## src/rtl/fwd_hazard_pkg.sv

```systemverilog
// fwd_hazard_pkg: opcode classes, select encoding and tracker entry type shared by fwd_hazard_unit
package fwd_hazard_pkg;
   typedef enum logic [1:0] {CLS_ALU = 2'b00, CLS_IMM = 2'b01, CLS_MEM = 2'b10, CLS_NOP = 2'b11} cls_t;
   localparam int SEL_RF = 0;
   // Tracker dst is sized for the widest supported register file; narrower addresses are zero-extended.
   localparam int MAX_REG_W = 8;
   typedef struct packed {
      logic                 valid;
      logic [MAX_REG_W-1:0] dst;
      logic                 is_load;
   } trk_entry_t;
endpackage

```

## src/rtl/fwd_match.sv

```systemverilog
// fwd_match: youngest-wins priority compare of one source register against the producer tracker
module fwd_match
   import fwd_hazard_pkg::*;
#(
   parameter int REG_W = 5,
   parameter int DEPTH = 3,
   parameter int SEL_W = $clog2(DEPTH + 1)
) (
   input  logic [REG_W-1:0]       src,
   input  logic                   used,
   input  trk_entry_t [DEPTH:1]   trk,
   output logic                   hit,
   output logic [SEL_W-1:0]       sel
);
   // Scan oldest to youngest so the youngest match overwrites older ones.
   always_comb begin
      sel = SEL_W'(SEL_RF);
      for (int k = DEPTH; k >= 1; k--)
         if (used && src != '0 && trk[k].valid && trk[k].dst == MAX_REG_W'(src)) sel = SEL_W'(k);
   end
   assign hit = sel != SEL_W'(SEL_RF);
endmodule

```

## src/rtl/fwd_hazard_unit.sv

```systemverilog
// fwd_hazard_unit: decode stage with producer tracking, forwarding selects and load-use stall
module fwd_hazard_unit
   import fwd_hazard_pkg::*;
#(
   parameter int OP_W  = 5,
   parameter int REG_W = 5,
   parameter int IMM_W = 8,
   parameter int DEPTH = 3,
   parameter int SEL_W = $clog2(DEPTH + 1)
) (
   input  logic                    clk,
   input  logic                    reset,
   input  logic [OP_W+3*REG_W-1:0] ins,
   input  logic                    in_valid,
   output logic                    in_ready,
   input  logic                    flush,
   output logic                    out_valid,
   output logic [OP_W-1:0]         op_dec,
   output logic [REG_W-1:0]        RW_dec,
   output logic [IMM_W-1:0]        Imm,
   output logic                    imm_sel,
   output logic                    mem_en_dec,
   output logic                    mem_rw_dec,
   output logic                    mem_mux_sel_dec,
   output logic [SEL_W-1:0]        mux_sel_a,
   output logic [SEL_W-1:0]        mux_sel_b,
   output logic [SEL_W-1:0]        mux_sel_st,
   output logic                    stall
);
   logic [OP_W-1:0]      op;
   logic [REG_W-1:0]     rw, ra, rb;
   cls_t                 cls;
   logic                 use_a, use_b, use_st, is_ld, wr, hazard, issue;
   logic                 hit_a, hit_b, hit_st;
   logic [SEL_W-1:0]     sel_a, sel_b, sel_st;
   trk_entry_t [DEPTH:1] trk;
   assign {op, rw, ra, rb} = ins;
   assign cls    = cls_t'(op[OP_W-1 -: 2]);
   assign use_a  = cls != CLS_NOP;
   assign use_b  = cls == CLS_ALU;
   assign use_st = cls == CLS_MEM && op[0];
   assign is_ld  = cls == CLS_MEM && !op[0];
   assign wr     = cls == CLS_ALU || cls == CLS_IMM || is_ld;
   fwd_match #(.REG_W(REG_W), .DEPTH(DEPTH), .SEL_W(SEL_W)) u_match_a
      (.src(ra), .used(use_a), .trk(trk), .hit(hit_a), .sel(sel_a));
   fwd_match #(.REG_W(REG_W), .DEPTH(DEPTH), .SEL_W(SEL_W)) u_match_b
      (.src(rb), .used(use_b), .trk(trk), .hit(hit_b), .sel(sel_b));
   fwd_match #(.REG_W(REG_W), .DEPTH(DEPTH), .SEL_W(SEL_W)) u_match_st
      (.src(rw), .used(use_st), .trk(trk), .hit(hit_st), .sel(sel_st));
   // A load one edge ahead has no data yet; any consumer of it must wait one bubble.
   assign hazard = in_valid && trk[1].is_load &&
                   ((hit_a && sel_a == SEL_W'(1)) || (hit_b && sel_b == SEL_W'(1)) ||
                    (hit_st && sel_st == SEL_W'(1)));
   assign in_ready = !hazard;
   assign issue    = in_valid && !hazard && !flush;
   always_ff @(posedge clk)
      if (reset || flush) trk <= '0;
      else begin
         for (int k = DEPTH; k > 1; k--) trk[k] <= trk[k-1];
         trk[1] <= issue ? trk_entry_t'{valid: wr, dst: MAX_REG_W'(rw), is_load: is_ld} : '0;
      end
   always_ff @(posedge clk) begin
      out_valid <= !reset && issue;
      stall     <= !reset && !flush && hazard;
      if (reset || !issue) begin
         op_dec          <= '0;
         RW_dec          <= '0;
         Imm             <= '0;
         imm_sel         <= 1'b0;
         mem_en_dec      <= 1'b0;
         mem_rw_dec      <= 1'b0;
         mem_mux_sel_dec <= 1'b0;
         mux_sel_a       <= '0;
         mux_sel_b       <= '0;
         mux_sel_st      <= '0;
      end else begin
         op_dec          <= op;
         RW_dec          <= rw;
         Imm             <= ins[IMM_W-1:0];
         imm_sel         <= cls == CLS_IMM || cls == CLS_MEM;
         mem_en_dec      <= cls == CLS_MEM;
         mem_rw_dec      <= use_st;
         mem_mux_sel_dec <= is_ld;
         mux_sel_a       <= sel_a;
         mux_sel_b       <= sel_b;
         mux_sel_st      <= sel_st;
      end
   end
endmodule

```

## config.mk

```make
export PLATFORM = sky130hd
export DESIGN_NAME = fwd_hazard_unit
export DESIGN_NICKNAME = d
export VERILOG_FILES = /design/src/rtl/fwd_hazard_pkg.sv /design/src/rtl/fwd_match.sv /design/src/rtl/fwd_hazard_unit.sv
export SDC_FILE = /design/constraint.sdc
export NUM_CORES = 1
export LEC_CHECK = 0
export CORE_ASPECT_RATIO = 1.25
export CORE_MARGIN = 3
export CORE_UTILIZATION = 25
export CTS_CLUSTER_SIZE = 30
export DETAILED_ROUTE_END_ITERATION = 8
export DONT_BUFFER_PORTS = 1
export REMOVE_ABC_BUFFERS = 1
export SLEW_MARGIN = 20
export SYNTH_ARGS = -nofsm -noshare
export SYNTH_HDL_FRONTEND = slang
export SYNTH_SLANG_ARGS = --single-unit
export TNS_END_PERCENT = 50
```

## constraint.sdc

```tcl
create_clock -name clk -period 6.25 [get_ports clk]
set_input_delay 1.875 -clock clk [delete_from_list [all_inputs] [get_ports clk]]
set_output_delay 1.875 -clock clk [all_outputs]
set_load 0.01 [all_outputs]
```

==> flow_results.xml <==
<?xml version="1.0" encoding="UTF-8"?>
<metrics>
  <group name="global_routing">
    <metric name="antenna_found_initial" unit="">0</metric>
    <metric name="via_count_of_the_first_global_routing_pass" unit="">1509</metric>
    <metric name="grt_overflow" unit="">0</metric>
    <metric name="global_route.usage.met2" unit="">0.188</metric>
    <metric name="grt_util_overall" unit="">0.114</metric>
    <metric name="pin_count_of_the_biggest_net_entering_global_routing" unit="">28</metric>
    <metric name="wire_length_of_the_first_global_routing_pass" unit="um">8180</metric>
    <metric name="global_route_layer_with_the_greatest_usage" unit="">met2</metric>
    <metric name="grtUsageMet1" unit="">0.132</metric>
    <metric name="grt.met3_usage" unit="">0.0427</metric>
  </group>
  <group name="critical_path">
    <metric name="worst_setup_path_end_kind" unit="">output pin</metric>
    <metric name="ff2ff_path_depth" unit="">5</metric>
    <metric name="r2r_slack" unit="ns">4.14</metric>
    <metric name="timing.critical_path.arrival" unit="ns">3.48</metric>
    <metric name="crit_path_start_kind" unit="">input port</metric>
    <metric name="path_max_fanout" unit="">11</metric>
    <metric name="rr_endpoint" unit="">op_dec[1]</metric>
    <metric name="timing.critical_path.to" unit="">in_ready</metric>
    <metric name="crit_type" unit="">input port to output pin</metric>
    <metric name="setup.worst_path.start" unit="">ins[18]</metric>
    <metric name="critical_path.reg2reg.startpoint" unit="">trk[4]</metric>
    <metric name="worstPathRequired" unit="ns">4.38</metric>
  </group>
  <group name="pwr">
    <metric name="irDropWorstVdd" unit="mV">0.0741</metric>
    <metric name="p_leak" unit="nW">0.907</metric>
    <metric name="power.density_cell_area" unit="nW/um^2">258</metric>
  </group>
  <group name="worst_hold_path">
    <metric name="timing.hold.worst.class" unit="">register to register</metric>
  </group>
  <group name="routing">
    <metric name="detail_route.wl_per_cell" unit="um">17.2</metric>
    <metric name="route.detailed.drc" unit="">0</metric>
    <metric name="total_number_of_vias" unit="">1393</metric>
    <metric name="detail-route-antenna-nets" unit="">0</metric>
    <metric name="drt_first_iter_violations" unit="">54</metric>
    <metric name="drt-vias-per-instance" unit="">4.72</metric>
    <metric name="detail_route.first_pass.iterations" unit="">4</metric>
    <metric name="postRouteWirelength" unit="um">5070</metric>
  </group>
  <group name="synthesis">
    <metric name="synth-edff-count" unit="">0</metric>
    <metric name="synth-seq-cells" unit="">49</metric>
    <metric name="syn_avg_cell_area" unit="um^2">10.3</metric>
    <metric name="leading_register_cell_type_out_of_synthesis" unit="">dfxtp_1</metric>
    <metric name="syn-cell-area" unit="um^2">2090</metric>
    <metric name="yosysWarningCount" unit="">0</metric>
    <metric name="sequential_fraction_of_the_synthesis_area" unit="">0.469</metric>
    <metric name="asyncSetResetFlopFracSynth" unit="">0</metric>
    <metric name="post_synth_inst_count" unit="">204</metric>
    <metric name="post_synth_num_cell_types" unit="">30</metric>
  </group>
  <group name="sta">
    <metric name="final-max-slew-violation-count" unit="">0</metric>
    <metric name="fmax" unit="MHz">187</metric>
    <metric name="finalSetupViolCount" unit="">0</metric>
    <metric name="fin_crit" unit="ns">5.36</metric>
    <metric name="timing_hold_violations_final" unit="">0</metric>
    <metric name="rsz0062_at_grt" unit="">no</metric>
    <metric name="final.period_utilization" unit="">0.857</metric>
    <metric name="fin_setup_tns" unit="ns">0</metric>
    <metric name="slew-limit-headroom" unit="">0.408</metric>
    <metric name="worst_clock_skew" unit="ns">0.00747</metric>
    <metric name="slew_worst_pin" unit="ns">0.888</metric>
  </group>
  <group name="outcome">
    <metric name="result_of_the_run" unit="">completed</metric>
  </group>
  <group name="cts">
    <metric name="cts-buffers-inserted" unit="">5</metric>
    <metric name="cts_resized" unit="">0</metric>
    <metric name="clockBufferDepth" unit="">2</metric>
    <metric name="clk_latency" unit="ns">0.30</metric>
    <metric name="cts_num_sinks" unit="">49</metric>
    <metric name="cts_hold_repair.buffers" unit="">0</metric>
    <metric name="tritoncts" unit="">done</metric>
    <metric name="clk_pin_slew_worst_paths" unit="ns">0.09</metric>
    <metric name="post-cts-setup-buffer-count" unit="">0</metric>
    <metric name="cts_max_level" unit="">2</metric>
    <metric name="cts.root.buffer_cell" unit="">clkbuf_8</metric>
  </group>
  <group name="layout">
    <metric name="num-nets-final" unit="">227</metric>
    <metric name="final_cell_mix" unit="">dfxtp_1 (49), xnor2_1 (25), and3_1 (25)</metric>
    <metric name="finalNonFillerCells" unit="">295</metric>
    <metric name="syn_to_final_growth" unit="%">8.37</metric>
    <metric name="antenna_cells_inserted" unit="">0</metric>
    <metric name="ratio_of_cells_with_drive_above_1_in_the_final_layout" unit="">0.0700</metric>
    <metric name="layout.cells.most_common" unit="">dfxtp_1</metric>
  </group>
  <group name="floorplan">
    <metric name="dieArea" unit="um^2">9510</metric>
    <metric name="vertical_extent_of_the_die" unit="um">108</metric>
    <metric name="ioPinCount" unit="">55</metric>
    <metric name="placeable_core_region" unit="um^2">7970</metric>
    <metric name="die-width" unit="um">87.8</metric>
    <metric name="effective_utilization_at_floorplan" unit="">0.263</metric>
    <metric name="fp-row-count" unit="">36</metric>
  </group>
  <group name="placed_design">
    <metric name="placed_cells_incl_taps" unit="">287</metric>
    <metric name="routabilityCongestion" unit="">0.779</metric>
    <metric name="port_buffers" unit="">0</metric>
    <metric name="place.detailed.hpwl" unit="um">3840</metric>
  </group>
  <group name="run">
    <metric name="maxCapViolations" unit="">0</metric>
  </group>
</metrics>
registers in the layout, summed over array words and instances, names as in the netlist:
| name | count |
|---|---|
| Imm | 8 |
| RW_dec | 5 |
| imm_sel | 1 |
| mem_en_dec | 1 |
| mem_mux_sel_dec | 1 |
| mem_rw_dec | 1 |
| mux_sel_a | 2 |
| mux_sel_b | 2 |
| mux_sel_st | 2 |
| op_dec | 5 |
| out_valid | 1 |
| stall | 1 |
| trk | 19 |
worst max-delay path: stages:
cell,delay [ns]
inv_1,0.08
ha_1,0.17
o21ai_1,0.10
nor3_1,0.57
o31a_1,0.49
nand2_1,0.19
worst min-delay path by stage:
stage                        from  endpoint  slack (ns)  cells after the start
final                     trk[19]   trk[29]        0.55                      1
after global routing      trk[19]   trk[29]        0.55                      1
after global placement    trk[19]   trk[29]        0.53                      1
after floorplan            trk[9]   trk[19]        0.47                      1
after CTS                 trk[19]   trk[29]        0.55                      1
after detailed placement   trk[9]   trk[19]        0.54                      1
layout make-up:
type / instances / area (um^2)
sequential: 49 / 981
inverter: 2 / 7.51
clock buffer: 6 / 82.6
clock inverter: 2 / 37.5
multi-input combinational: 141 / 1040
fill: 819 / 5700
tap: 95 / 119
power breakdown:
part	total, W	internal, W	switching [W]
clock network	0.000233	0.000130	0.000103
logic	0.0000297	0.0000163	0.0000134
registers	0.000323	0.000317	0.00000598
total	0.000586	0.000464	0.000122
through the flow:
step	setup WS [ns]	utilization	total power (W)	hold slack, ns	instance area [um^2]
6_report	0.894	0.285	0.000586	0.546	2270
5_1_grt	0.701	0.285	0.000616	0.554	2270
4_1_cts	0.880	0.285	0.000595	0.549	2270
3_5_place_dp	0.878	0.269	0.000361	0.535	2150
3_3_place_gp	0.919	0.269	0.000360	0.529	2150
2_1_floorplan	1.14	-	0.000354	0.467	2030
logic make-up after synthesis:
family          Yosys count  share of synthesized area
simple gates             83                      0.243
buf+inv                  14                     0.0341
xor+xnor                 45                      0.188
fa+ha+maj                 4                     0.0239
flops                    49                      0.469
compound gates            9                     0.0424
per-layer routing:
metal  up-vias  wire length (um)
met4         0                60
met5         -                 0
met1       665              2080
met2        45              2510
met3         4               422
li1        679                 -
Yosys cell counts, types with 2 or more instances:
cell type   n  area [um^2]
dfxtp_1    49          981
xnor2_1    25          219
nor2b_1     4         25.0
xor2_1     20          175
nand4b_1    2         17.5
nand4_1     6         37.5
nor2_1      4         15.0
nor4_2      2         25.0
and2_1     13         81.3
buf_2       3         15.0
inv_1       2         7.51
clkbuf_1    6         22.5
nor4_1      5         31.3
and3_1     25          156
ha_1        4         50.1
a21oi_1     3         15.0
nor3_1     11         55.1
nand2_1     7         26.3
buf_6       2         22.5
(Power assumes the default switching activity.)
==> RTL edit (same settings) <==
`IMM_W`: 8 -> 10.
--- a/src/rtl/fwd_hazard_unit.sv
+++ b/src/rtl/fwd_hazard_unit.sv
@@ -5,5 +5,5 @@
    parameter int OP_W  = 5,
    parameter int REG_W = 5,
-   parameter int IMM_W = 8,
+   parameter int IMM_W = 10,
    parameter int DEPTH = 3,
    parameter int SEL_W = $clog2(DEPTH + 1)
Interface: changed (resized Imm); port bits go from 55 to 57. The function was not compared with the original's and may differ.
==> RTL edit against the original RTL <==
- sequential share of layout area up 1.6 points
- hold slack worse by 8.6 ps
- global-route usage up 0.85 points
- sequential power up 4%
- synthesized area up 1.7%
- total power down 4.5%
- die area up 1.6%
- count of clock-buffer cells in the layout unchanged
- worst setup slack better by 14 ps
- sequential cell count up 2
- cell area up 0.44%
- wire length up 6.5%
- critical path type unchanged
- critical endpoint unchanged
- highest routed layer unchanged
==> RTL edit: results (changes against the original RTL) <==
[final_layout]
fin_nets=232  ; +2.2%
drive_gt1_frac=0.06373  ; -0.006275
n_antenna_cell=0  ; unchanged
nFillCells=869  ; +6.1%
reg_top3=trk x19, Imm x10

[place]
dp_hpwl_mm=3.972  ; +3.3%
portBuffers=0  ; unchanged
place.gp.congestion=0.8379  ; +7.6%

[synth]
async_flop_share=0  ; unchanged
yosysWarnings=0  ; unchanged
yosysUniqueCellTypes=29  ; -3.3%
synth.area.top_cells=dfxtp_1 48%, xnor2_1 10%, xor2_1 8.2%, and3_1 7.9%, and2_1 3.8%
synth_common_cells=51 x dfxtp_1, 27 x and3_1, 25 x xnor2_1, 20 x xor2_1, 13 x and2_1
yosysSeqAreaShare=0.4794  ; +0.01082

[power]
p_leak_nw=0.9242  ; +2.0%
power_frac_seq=0.602  ; +0.050
cellInternalPower_mw=0.4337  ; -6.5%
pg_seq_mw=0.337  ; +4%
ir_worst_vdd_v=0.00007247  ; -2.1%
clkPwrFrac=0.345  ; -0.052

[route]
drt_iter0_markers=79  ; +46%
topRoutingLayerUsed=met4
met2_length_mm=2.638  ; +5.2%
met3_wirelength_um=348  ; -18%
m1WireLength_mm=2.256  ; +8.7%
firstDrtPassIters=4  ; unchanged
wirelength_mm=5.394  ; +6.5%
vias=1478  ; +6.1%

[clock_tree]
htree_levels=2  ; unchanged
cts_inserted_buffers=5  ; unchanged
clk_path_buf_depth=2  ; unchanged
clk_pin_slew_worst_paths_ps=90  ; about the same
insertion_delay_ps=310
clockRootBuffer=clkbuf_8
post_cts_buffers=0  ; unchanged
ctsResizeCount=0  ; unchanged

[critical_path]
r2r_start=trk[2]
startpoint=ins[18]
cpPeakStageDelay_ps=500  ; -70 ps
reg2reg_slack_ps=3980  ; -160 ps
arrival_ps=3470  ; about the same
reg2reg_depth=6  ; +1
reg2reg_to=op_dec[1]
slowest_stage=o31a_1
critPathMaxFanout=11  ; unchanged

[timing]
worstMarginPinSlew_ps=886.6  ; -1.425 ps
clock_skew_ps=10.00  ; +2.532 ps

[min_path]
holdPathStages=1  ; unchanged
min_to=trk[29]
hp-class=flip-flop to flip-flop
hp-start=trk[19]

[status]
status=finished clean

[global_routing]
grt_pass1_wl_mm=8.487  ; +3.8%
grt_usage=0.1224  ; +0.008480
grt_max_degree=29  ; +3.6%
antenna_found_initial=0  ; unchanged

[RTL edit: worst max-delay path: cells and delay by family]
kind                     cells  cell delay (ps)
adder cells (fa/ha/maj)      1              180
AO/OA/AOI/OAI                2              720
AND/OR/NAND/NOR              3              610
buffers and inverters        1               80
[RTL edit: area by class of cell]
class,instances,area share
Multi-Input combinational cell,143,0.4536
Sequential cell,51,0.4481
Tap cell,97,0.05327
Clock buffer,6,0.03624
Timing Repair Buffer,1,0.003295
Inverter,2,0.003295
Clock inverter,1,0.002197
[RTL edit: worst max-delay path by stage]
stage,depth (start not counted),endpoint,slack [ps]
6_report,7,in_ready,910
5_1_grt,6,in_ready,710
4_1_cts,7,in_ready,890
3_5_place_dp,7,in_ready,900
3_3_place_gp,7,in_ready,970
2_1_floorplan,7,in_ready,1180
[RTL edit: layer usage]
| layer | global-route usage | vias up |
|---|---|---|
| met4 | 0.06371 | 0 |
| li1 | - | 693 |
| met5 | 0 | - |
| met1 | 0.1443 | 716 |
| met2 | 0.1963 | 60 |
| met3 | 0.03930 | 9 |
[RTL edit: metrics by stage]
stage	instances	instance area (um2)	worst slack [ps]	hold WS, ps
after floorplan	196	2062	1182	467.3
after global placement	294	2191	965.4	518.4
after detailed placement	294	2191	895.2	521.4
after CTS	301	2278	892.3	535.8
after global routing	301	2278	709.9	559.4
final	301	2278	908.3	537.1
[RTL edit: logic make-up after synthesis]
family / count (synthesis) / synth area share
AO/OA/AOI/OAI: 9 / 0.03407
XOR/XNOR: 45 / 0.1851
adder cells (fa/ha/maj): 4 / 0.02350
buffers and inverters: 15 / 0.03525
flip-flops: 51 / 0.4794
AND/OR/NAND/NOR: 85 / 0.2427
